File: src/rtl/tempo_pkg.sv
// Shared constants for the MM:SS seven-segment display: FSM encoding, divider and
// clamp limits, and the active-low segment patterns.
package tempo_pkg;

   typedef enum logic [2:0] {
      ST_IDLE,
      ST_DIV,
      ST_CLAMP,
      ST_BCD,
      ST_DONE
   } state_t;

   localparam logic [6:0] DIVISOR = 7'd60;
   localparam logic [6:0] MAX_MIN = 7'd99;
   localparam logic [6:0] MAX_SEC = 7'd59;

   // Segment order {g,f,e,d,c,b,a}, a zero bit lights the segment
   localparam logic [6:0] SEG_BLANK = 7'h7F;
   localparam logic [6:0] SEG_0     = 7'h40;
   localparam logic [6:0] SEG_1     = 7'h79;
   localparam logic [6:0] SEG_2     = 7'h24;
   localparam logic [6:0] SEG_3     = 7'h30;
   localparam logic [6:0] SEG_4     = 7'h19;
   localparam logic [6:0] SEG_5     = 7'h12;
   localparam logic [6:0] SEG_6     = 7'h02;
   localparam logic [6:0] SEG_7     = 7'h78;
   localparam logic [6:0] SEG_8     = 7'h00;
   localparam logic [6:0] SEG_9     = 7'h10;

   // Double-dabble correction applied to each BCD nibble before the shift
   function automatic logic [3:0] adj3(input logic [3:0] n);
      return (n >= 4'd5) ? n + 4'd3 : n;
   endfunction

endpackage

File: src/rtl/bcd_para_7seg.sv
// Combinational BCD digit to active-low seven-segment pattern; non-decimal codes blank.
module bcd_para_7seg
   import tempo_pkg::*;
(
   input  logic [3:0] bcd,
   output logic [6:0] seg
);

   always_comb begin
      seg = SEG_BLANK;
      case (bcd)
         4'd0: seg = SEG_0;
         4'd1: seg = SEG_1;
         4'd2: seg = SEG_2;
         4'd3: seg = SEG_3;
         4'd4: seg = SEG_4;
         4'd5: seg = SEG_5;
         4'd6: seg = SEG_6;
         4'd7: seg = SEG_7;
         4'd8: seg = SEG_8;
         4'd9: seg = SEG_9;
         default: seg = SEG_BLANK;
      endcase
   end

endmodule

File: src/rtl/display_tempo.sv
// Converts a seconds count to MM:SS (sequential divide-by-60 plus double dabble) and
// scans the four digits onto a multiplexed active-low seven-segment display.
module display_tempo
   import tempo_pkg::*;
#(
   parameter int CLK_HZ  = 50_000_000,
   parameter int SCAN_HZ = 1_000
) (
   input  logic        clk,
   input  logic        rst,
   input  logic [15:0] segundos,
   output logic [3:0]  an,
   output logic [6:0]  seg,
   output logic        dp,
   output logic        busy,
   output logic        overflow
);

   localparam int SCAN_DIV = CLK_HZ / SCAN_HZ;
   localparam int CW       = (SCAN_DIV > 2) ? $clog2(SCAN_DIV) : 1;

   state_t      state;
   logic [15:0] last_val;
   logic        valid;
   logic [15:0] div_q;
   logic [6:0]  rem;
   logic [3:0]  step;
   logic [6:0]  min_bin, sec_bin;
   logic [7:0]  min_bcd, sec_bcd;
   logic        ovf_pend;
   logic [3:0]  dig_su, dig_st, dig_mu, dig_mt;

   // One restoring-division step: remainder shifts in the next dividend bit
   logic [6:0]  rem_sh, rem_nx;
   logic        q_bit;
   logic [7:0]  min_adj, sec_adj;
   logic [14:0] min_sh, sec_sh;

   always_comb begin
      rem_sh  = {rem[5:0], div_q[15]};
      q_bit   = (rem_sh >= DIVISOR);
      rem_nx  = q_bit ? (rem_sh - DIVISOR) : rem_sh;
      min_adj = {adj3(min_bcd[7:4]), adj3(min_bcd[3:0])};
      sec_adj = {adj3(sec_bcd[7:4]), adj3(sec_bcd[3:0])};
      min_sh  = {min_adj, min_bin} << 1;
      sec_sh  = {sec_adj, sec_bin} << 1;
   end

   always_ff @(posedge clk) begin
      if (rst) begin
         state    <= ST_IDLE;
         last_val <= '0;
         valid    <= 1'b0;
         div_q    <= '0;
         rem      <= '0;
         step     <= '0;
         min_bin  <= '0;
         sec_bin  <= '0;
         min_bcd  <= '0;
         sec_bcd  <= '0;
         ovf_pend <= 1'b0;
         dig_su   <= '0;
         dig_st   <= '0;
         dig_mu   <= '0;
         dig_mt   <= '0;
         busy     <= 1'b0;
         overflow <= 1'b0;
      end else begin
         case (state)
            ST_IDLE: begin
               if (!valid || segundos != last_val) begin
                  last_val <= segundos;
                  div_q    <= segundos;
                  rem      <= '0;
                  step     <= '0;
                  valid    <= 1'b1;
                  state    <= ST_DIV;
               end
            end
            ST_DIV: begin
               busy  <= 1'b1;
               div_q <= {div_q[14:0], q_bit};
               rem   <= rem_nx;
               step  <= step + 4'd1;
               if (step == 4'd15) state <= ST_CLAMP;
            end
            ST_CLAMP: begin
               if (div_q > 16'd99) begin
                  min_bin  <= MAX_MIN;
                  sec_bin  <= MAX_SEC;
                  ovf_pend <= 1'b1;
               end else begin
                  min_bin  <= div_q[6:0];
                  sec_bin  <= rem;
                  ovf_pend <= 1'b0;
               end
               min_bcd <= '0;
               sec_bcd <= '0;
               step    <= '0;
               state   <= ST_BCD;
            end
            ST_BCD: begin
               min_bcd <= min_sh[14:7];
               min_bin <= min_sh[6:0];
               sec_bcd <= sec_sh[14:7];
               sec_bin <= sec_sh[6:0];
               step    <= step + 4'd1;
               if (step == 4'd6) state <= ST_DONE;
            end
            ST_DONE: begin
               dig_mt   <= min_bcd[7:4];
               dig_mu   <= min_bcd[3:0];
               dig_st   <= sec_bcd[7:4];
               dig_su   <= sec_bcd[3:0];
               overflow <= ovf_pend;
               busy     <= 1'b0;
               state    <= ST_IDLE;
            end
            default: state <= ST_IDLE;
         endcase
      end
   end

   // Free-running digit scan; an, seg and dp are registered together
   logic [CW-1:0] scan_cnt;
   logic [1:0]    idx;
   logic [3:0]    cur_digit;
   logic [6:0]    dec_seg;

   always_comb begin
      cur_digit = dig_su;
      case (idx)
         2'd0: cur_digit = dig_su;
         2'd1: cur_digit = dig_st;
         2'd2: cur_digit = dig_mu;
         2'd3: cur_digit = dig_mt;
         default: cur_digit = dig_su;
      endcase
   end

   bcd_para_7seg u_dec (
      .bcd (cur_digit),
      .seg (dec_seg)
   );

   always_ff @(posedge clk) begin
      if (rst) begin
         scan_cnt <= '0;
         idx      <= '0;
         an       <= 4'b1111;
         seg      <= SEG_BLANK;
         dp       <= 1'b1;
      end else begin
         if (scan_cnt == CW'(SCAN_DIV - 1)) begin
            scan_cnt <= '0;
            idx      <= idx + 2'd1;
         end else begin
            scan_cnt <= scan_cnt + CW'(1);
         end
         an  <= ~(4'b0001 << idx);
         seg <= dec_seg;
         dp  <= ~(idx == 2'd2);
      end
   end

endmodule

File: config.mk
export PLATFORM = sky130hd
export DESIGN_NAME = display_tempo
export DESIGN_NICKNAME = d
export VERILOG_FILES = /design/src/rtl/tempo_pkg.sv /design/src/rtl/bcd_para_7seg.sv /design/src/rtl/display_tempo.sv
export SDC_FILE = /design/constraint.sdc
export NUM_CORES = 1
export LEC_CHECK = 0
export CAP_MARGIN = 20
export CORE_MARGIN = 2
export CORE_UTILIZATION = 60
export DETAILED_ROUTE_END_ITERATION = 8
export GPL_TIMING_DRIVEN = 1
export PLACE_DENSITY = 0.8
export SLEW_MARGIN = 5
export SYNTH_ARGS = -nofsm -noshare
export SYNTH_HDL_FRONTEND = slang
export SYNTH_HIERARCHICAL = 1
export SYNTH_SLANG_ARGS = --single-unit
File: constraint.sdc
create_clock -name clk -period 3.9 [get_ports clk]
set_clock_uncertainty 0.15 [all_clocks]
set_input_delay 0.39 -clock clk [delete_from_list [all_inputs] [get_ports clk]]
set_output_delay 0.39 -clock clk [all_outputs]
set_load 0.005 [all_outputs]
Word level (Yosys, flattened, before mapping). Memories as Yosys holds them, arrays and structs flattened. A register that Yosys moved wholly into a read port is not among the register bits. Index checks and enable logic that the tools add are counted.

Muxes and demuxes: 24. Eq/ne operators: 14. $lt $le $gt $ge: 6. Multiply operators: 0. Bitwise operators: 2. $add $sub $neg: 8. Reduce and logical (&&, ||, !) cells: 14. Shift operators: 1. Div/mod/pow operators: 0.

Operator list (count): one-hot mux 7 bit (2 select lines) (3); one-hot mux 16 bit (2 select lines) (1); one-hot mux 8 bit (2 select lines) (2); two-way mux 7 bit (4); adder 16 x 1 -> 16 bit, second input constant (1); equality test 16 bit, second input constant (1); >= comparator 4 x 3 -> 1 bit, second input constant (4); greater-than comparator 16 x 7 -> 1 bit, second input constant (1); two-way mux 16 bit (1); inequality test 16 bit (1); one-hot mux 4 bit (4 select lines) (1); two-way mux 3 bit (5); two-way mux 4 bit (3); one-hot mux 3 bit (4 select lines) (1); one-hot mux 4 bit (3 select lines) (1); adder 4 x 2 -> 4 bit, second input constant (2); >= comparator 7 x 6 -> 1 bit, second input constant (1); subtractor 7 x 6 -> 7 bit, second input constant (1); adder 3 x 2 -> 3 bit, second input constant (2); equality test 3 x 2 -> 1 bit, second input constant (2); inequality test 2 bit, second input constant (3); AND reduction 2 bit (3); nonzero test 2 bit (3); adder 4 x 1 -> 4 bit, second input constant (1); other kinds (19) (21).

Latch bits: 0. Bits in registers: 119. Memories: 1. Bits in read-only memories: 112. Bits in writable memories: 0. Output and inout bits: 14. Bits of input ports: 18.

Memory list: (no name shown) (words 16, bits a word 7, read ports 1, clocked after memory_dff 1, write ports 0, line bcd_para_7seg.sv:11) `case (bcd)`.

Longest topological paths before layout.
Depth after elaboration: 4. Gate-level depth with buffers: 10. Mapped depth without buffers: 10.

Cells and area by module. The synthesis kept the hierarchy.

By module, submodules not included: display_tempo (times used 1, cells an instance 692, sequential area each 2502.4 um2, area an instance 5885.6 um2); bcd_para_7seg (times used 1, cells an instance 31, sequential area each 0.0 um2, area an instance 200.2 um2).

Least setup slack after synthesis. Ideal clock, no wire load.

Path kind: register to register. Start point: register idx[0]. End point: register seg[3]. Stages on the path, launching flop included: 11. Period minus slack after synthesis: 2486 ps. Arrival: 2212 ps. Setup slack: 1414 ps. Required time: 3627 ps. Cell sequence: dfxtp_1 inv_1 ha_1 buf_1 mux2i_1 inv_1 ha_1 or2_1 a21oi_1 nor2_1 or2_2.

Word-level cells in the longest chain between the ends: 2. Elaborated cells on any way between the ends: 5. Classes of those cells: 3 x eq/ne; 1 x mux; 1 x reduce/logical.

Ends and longest elaborated chain: from (decl) (line display_tempo.sv:126) `logic [1:0] idx;`; from (signal assigned) (line display_tempo.sv:156) `idx <= idx + 2'd1;`; equality test 2 bit (tied with other cells) (line display_tempo.sv:132) `case (idx)`; one-hot mux 4 bit (4 select lines) (*) (line display_tempo.sv:132); net cur_digit[1] (line display_tempo.sv:127) `logic [3:0] cur_digit;`; to (decl) (line display_tempo.sv:13) `output logic [6:0] seg,`.

Mark *: on every way through the listed nets, which the timed path passes. The rest lies on a longest branch. A chain may end at the register's enable or synchronous reset.

Worst setup path in the final report.
Start point: input port segundos[10]. End point: register div_q[11].

Word-level cells in the longest chain between the ends: 4.

Ends and longest elaborated chain: from (decl) (line display_tempo.sv:11) `input logic [15:0] segundos,`; inequality test 16 bit (line display_tempo.sv:71) `if (!valid || segundos != last_val) begin`; logical OR 1 bit (line display_tempo.sv:71); inequality test 2 bit (no source line); AND reduction 2 bit (no source line); to (signal assigned) (line display_tempo.sv:73) `div_q <= segundos;`; to (signal assigned) (line display_tempo.sv:82) `div_q <= {div_q[14:0], q_bit};`; to (decl) (line display_tempo.sv:25) `logic [15:0] div_q;`.

Every way passes these cells.

==> impl_metrics.env <==
export IMPL_cp_start_kind="input port"
export IMPL_dp_cells=851
export IMPL_worstSetupPathType="input port to flip-flop"
export IMPL_synth_seq_cells=125
export IMPL_finalHoldViolCount=0
export IMPL_grt_overflow_total=0
export IMPL_htreeDepth=4
export IMPL_fin_ws_ps=1130
export IMPL_die_area_um2=11000
export IMPL_max_freq_mhz=361
export IMPL_grt_antenna_before_repair=0
export IMPL_cp_max_fo=18
export IMPL_routed_via_density=5.98
export IMPL_clock_sinks=125
export IMPL_final_area_um2=7030
export IMPL_relSlewSlack_pct=38.0
export IMPL_crit_path_end_kind="flip-flop"
export IMPL_maxSlewViolCount=0
export IMPL_setup_viol=0
export IMPL_fillers=758
export IMPL_areaGrowthSynthToFinish_pct=15.5
export IMPL_crit_required_ps=4150
export IMPL_insertion_delay_ps=520
export IMPL_power_share_clock_pct=50.3
export IMPL_drive_gt1_share_pct=7.35
export IMPL_final_common_cell="dfxtp_1"
export IMPL_status="complete, no violations"
export IMPL_peakVddDrop_mv=0.362
export IMPL_hold_class="flip-flop to flip-flop"
export IMPL_num_antenna_cells=0
export IMPL_drv_cap=0
export IMPL_cts_hold_buf=0
export IMPL_layout_nets=777
export IMPL_die_y_um=105
export IMPL_cts_buffer_depth=2
export IMPL_dr_first_iter_drc_count=423
export IMPL_netlist_top_cell_by_area="dfxtp_1"
export IMPL_die_w_um=105
export IMPL_start_util_pct=62.0
export IMPL_vias=5266
export IMPL_core_um2=9820
export IMPL_postRouteAntennaNets=0
export IMPL_ctsResizeCount=0
export IMPL_drt_total_wl_um=13600
export IMPL_p_sw_uw=678
export IMPL_finalWeightedCongestion=0.882
export IMPL_grt_pass1_vias=5024
export IMPL_grt_max_degree=110
export IMPL_layout_common_cells="124 x dfxtp_1, 77 x nand2_1, 60 x nor2_1"
export IMPL_clk_pin_slew_ps=60
export IMPL_io_buffers=31
export IMPL_cts_tree="yes"
export IMPL_post_place_ws_ps=681
export IMPL_postSynthCellCount=723
export IMPL_cts_root_buf="clkbuf_8"
export IMPL_placed_cell_area_um2=6450
export IMPL_numCtsBuffers=17
export IMPL_io_pins=32
export IMPL_first_pass_iters=7
export IMPL_finalNonFillerCells=881
export IMPL_rsz0062_at_grt="false"
export IMPL_yosys_most_used_dff="dfxtp_1"
export IMPL_place_hpwl_um=8960
export IMPL_post_cts_buffers=0
export IMPL_tns_ps=0
export IMPL_hold_ws_ps=304
export IMPL_drc=0
export IMPL_synth_edf_count=0
export IMPL_arrival_ps=3020
export IMPL_seqPwrFrac_pct=43.4
export IMPL_yosys_cell_types_count=51
export IMPL_synth_top_area_share_pct=41.1
export IMPL_netlist_area_um2=6090
export IMPL_grt_usage_pct=26.0
export IMPL_synthArstFlopShare_pct=0
export IMPL_yosysWarningCount=6
export IMPL_grt_first_pass_wirelength_um=23600
export IMPL_synth_seq_area_share_pct=41.1
export IMPL_synth_top_cells_by_area="dfxtp_1 41%, nand2b_1 6.1%, mux2i_1 4.8%"
export IMPL_tightest_slew_ps=930
export IMPL_wl_per_cell_um=15.4
export IMPL_internal_power_mw=2.42
export IMPL_powerDensity_nw_per_um2=440
export IMPL_pwr_share_comb_pct=6.3
export IMPL_p_leak_nw=2.54
export IMPL_post_route_min_period_ps=2770
export IMPL_swShare_pct=21.9
export IMPL_num_rows=36
export IMPL_synth_nets=763
export IMPL_finalCritPeriodShare_pct=70.9
export IMPL_avgSynthCellArea_um2=8.42
## logic make-up after synthesis
family,after synthesis,synth area share [%]
buf+inv,72,4.79
flops,125,41.1
mux,31,5.14
xor+xnor,39,5.61
fa+ha+maj,22,4.52
compound gates,165,17.1
simple gates,269,21.7
## final timing paths
path | startpoint | slack (ps) | to | depth (start not counted)
worst min register to register | sec_bin[0] | 300 | sec_bin[0] | 2
worst min-delay path | sec_bin[0] | 300 | sec_bin[0] | 2
worst max-delay path | segundos[10] | 1130 | div_q[11] | 6
worst max register to register | last_val[0] | 1180 | div_q[11] | 5
## per-stage QoR
stage	power [mW]	util, %
after floorplan	1.49	-
after global placement	1.56	65.7
after detailed placement	1.56	65.7
after CTS	3.11	71.6
after global routing	3.19	71.6
final	3.09	71.6
## synth_stat cells (all sizes together), types with 12 or more instances
| master | count |
|---|---|
| a21oi | 49 |
| mux2i | 29 |
| buf | 14 |
| clkbuf | 33 |
| nor3 | 20 |
| ha | 22 |
| inv | 23 |
| xnor2 | 27 |
| nand3 | 19 |
| nand2b | 59 |
| o21ai | 45 |
| nor2 | 60 |
| dfxtp | 125 |
| a32oi | 13 |
| nand2 | 77 |
| o22ai | 15 |
| xor2 | 12 |
## flip-flops by register name (all words and copies together) (netlist names), 8 cells and up
name      count
last_val     16
div_q        16
scan_cnt     16
min_bcd       8
sec_bcd       8
## metal layers
layer | share of wire (%) | GRT usage (%) | vias to the layer above
met4 | 1.8 | 9.14 | 0
met5 | 0 | 0 | -
li1 | - | - | 2557
met1 | 44 | 33.2 | 2503
met3 | 5.2 | 5.80 | 29
met2 | 49 | 43.5 | 177
## cell type report
type / instances / area [um2] / area share, %
Clock inverter: 7 / 113 / 1.60
Tap cell: 133 / 166 / 2.37
Multi-Input combinational cell: 526 / 3300 / 46.9
Sequential cell: 125 / 2500 / 35.6
Clock buffer: 23 / 467 / 6.64
Inverter: 25 / 93.8 / 1.33
Timing Repair Buffer: 42 / 390 / 5.55
## power by group through the flow
stage / logic, mW / clock network [mW] / registers (mW)
after floorplan: 0.132 / 0 / 1.36
final: 0.196 / 1.56 / 1.34
after detailed placement: 0.194 / 0 / 1.37
after CTS: 0.195 / 1.57 / 1.34
after global placement: 0.189 / 0 / 1.37
after global routing: 0.218 / 1.63 / 1.35
## critical path: stages
cell and delay [ps]:
clkdlybuf4s50_1 550, xnor2_1 160, nand4_1 130, or4_1 850
o31ai_2 550, mux2_2 390
(Power assumes the default switching activity.)
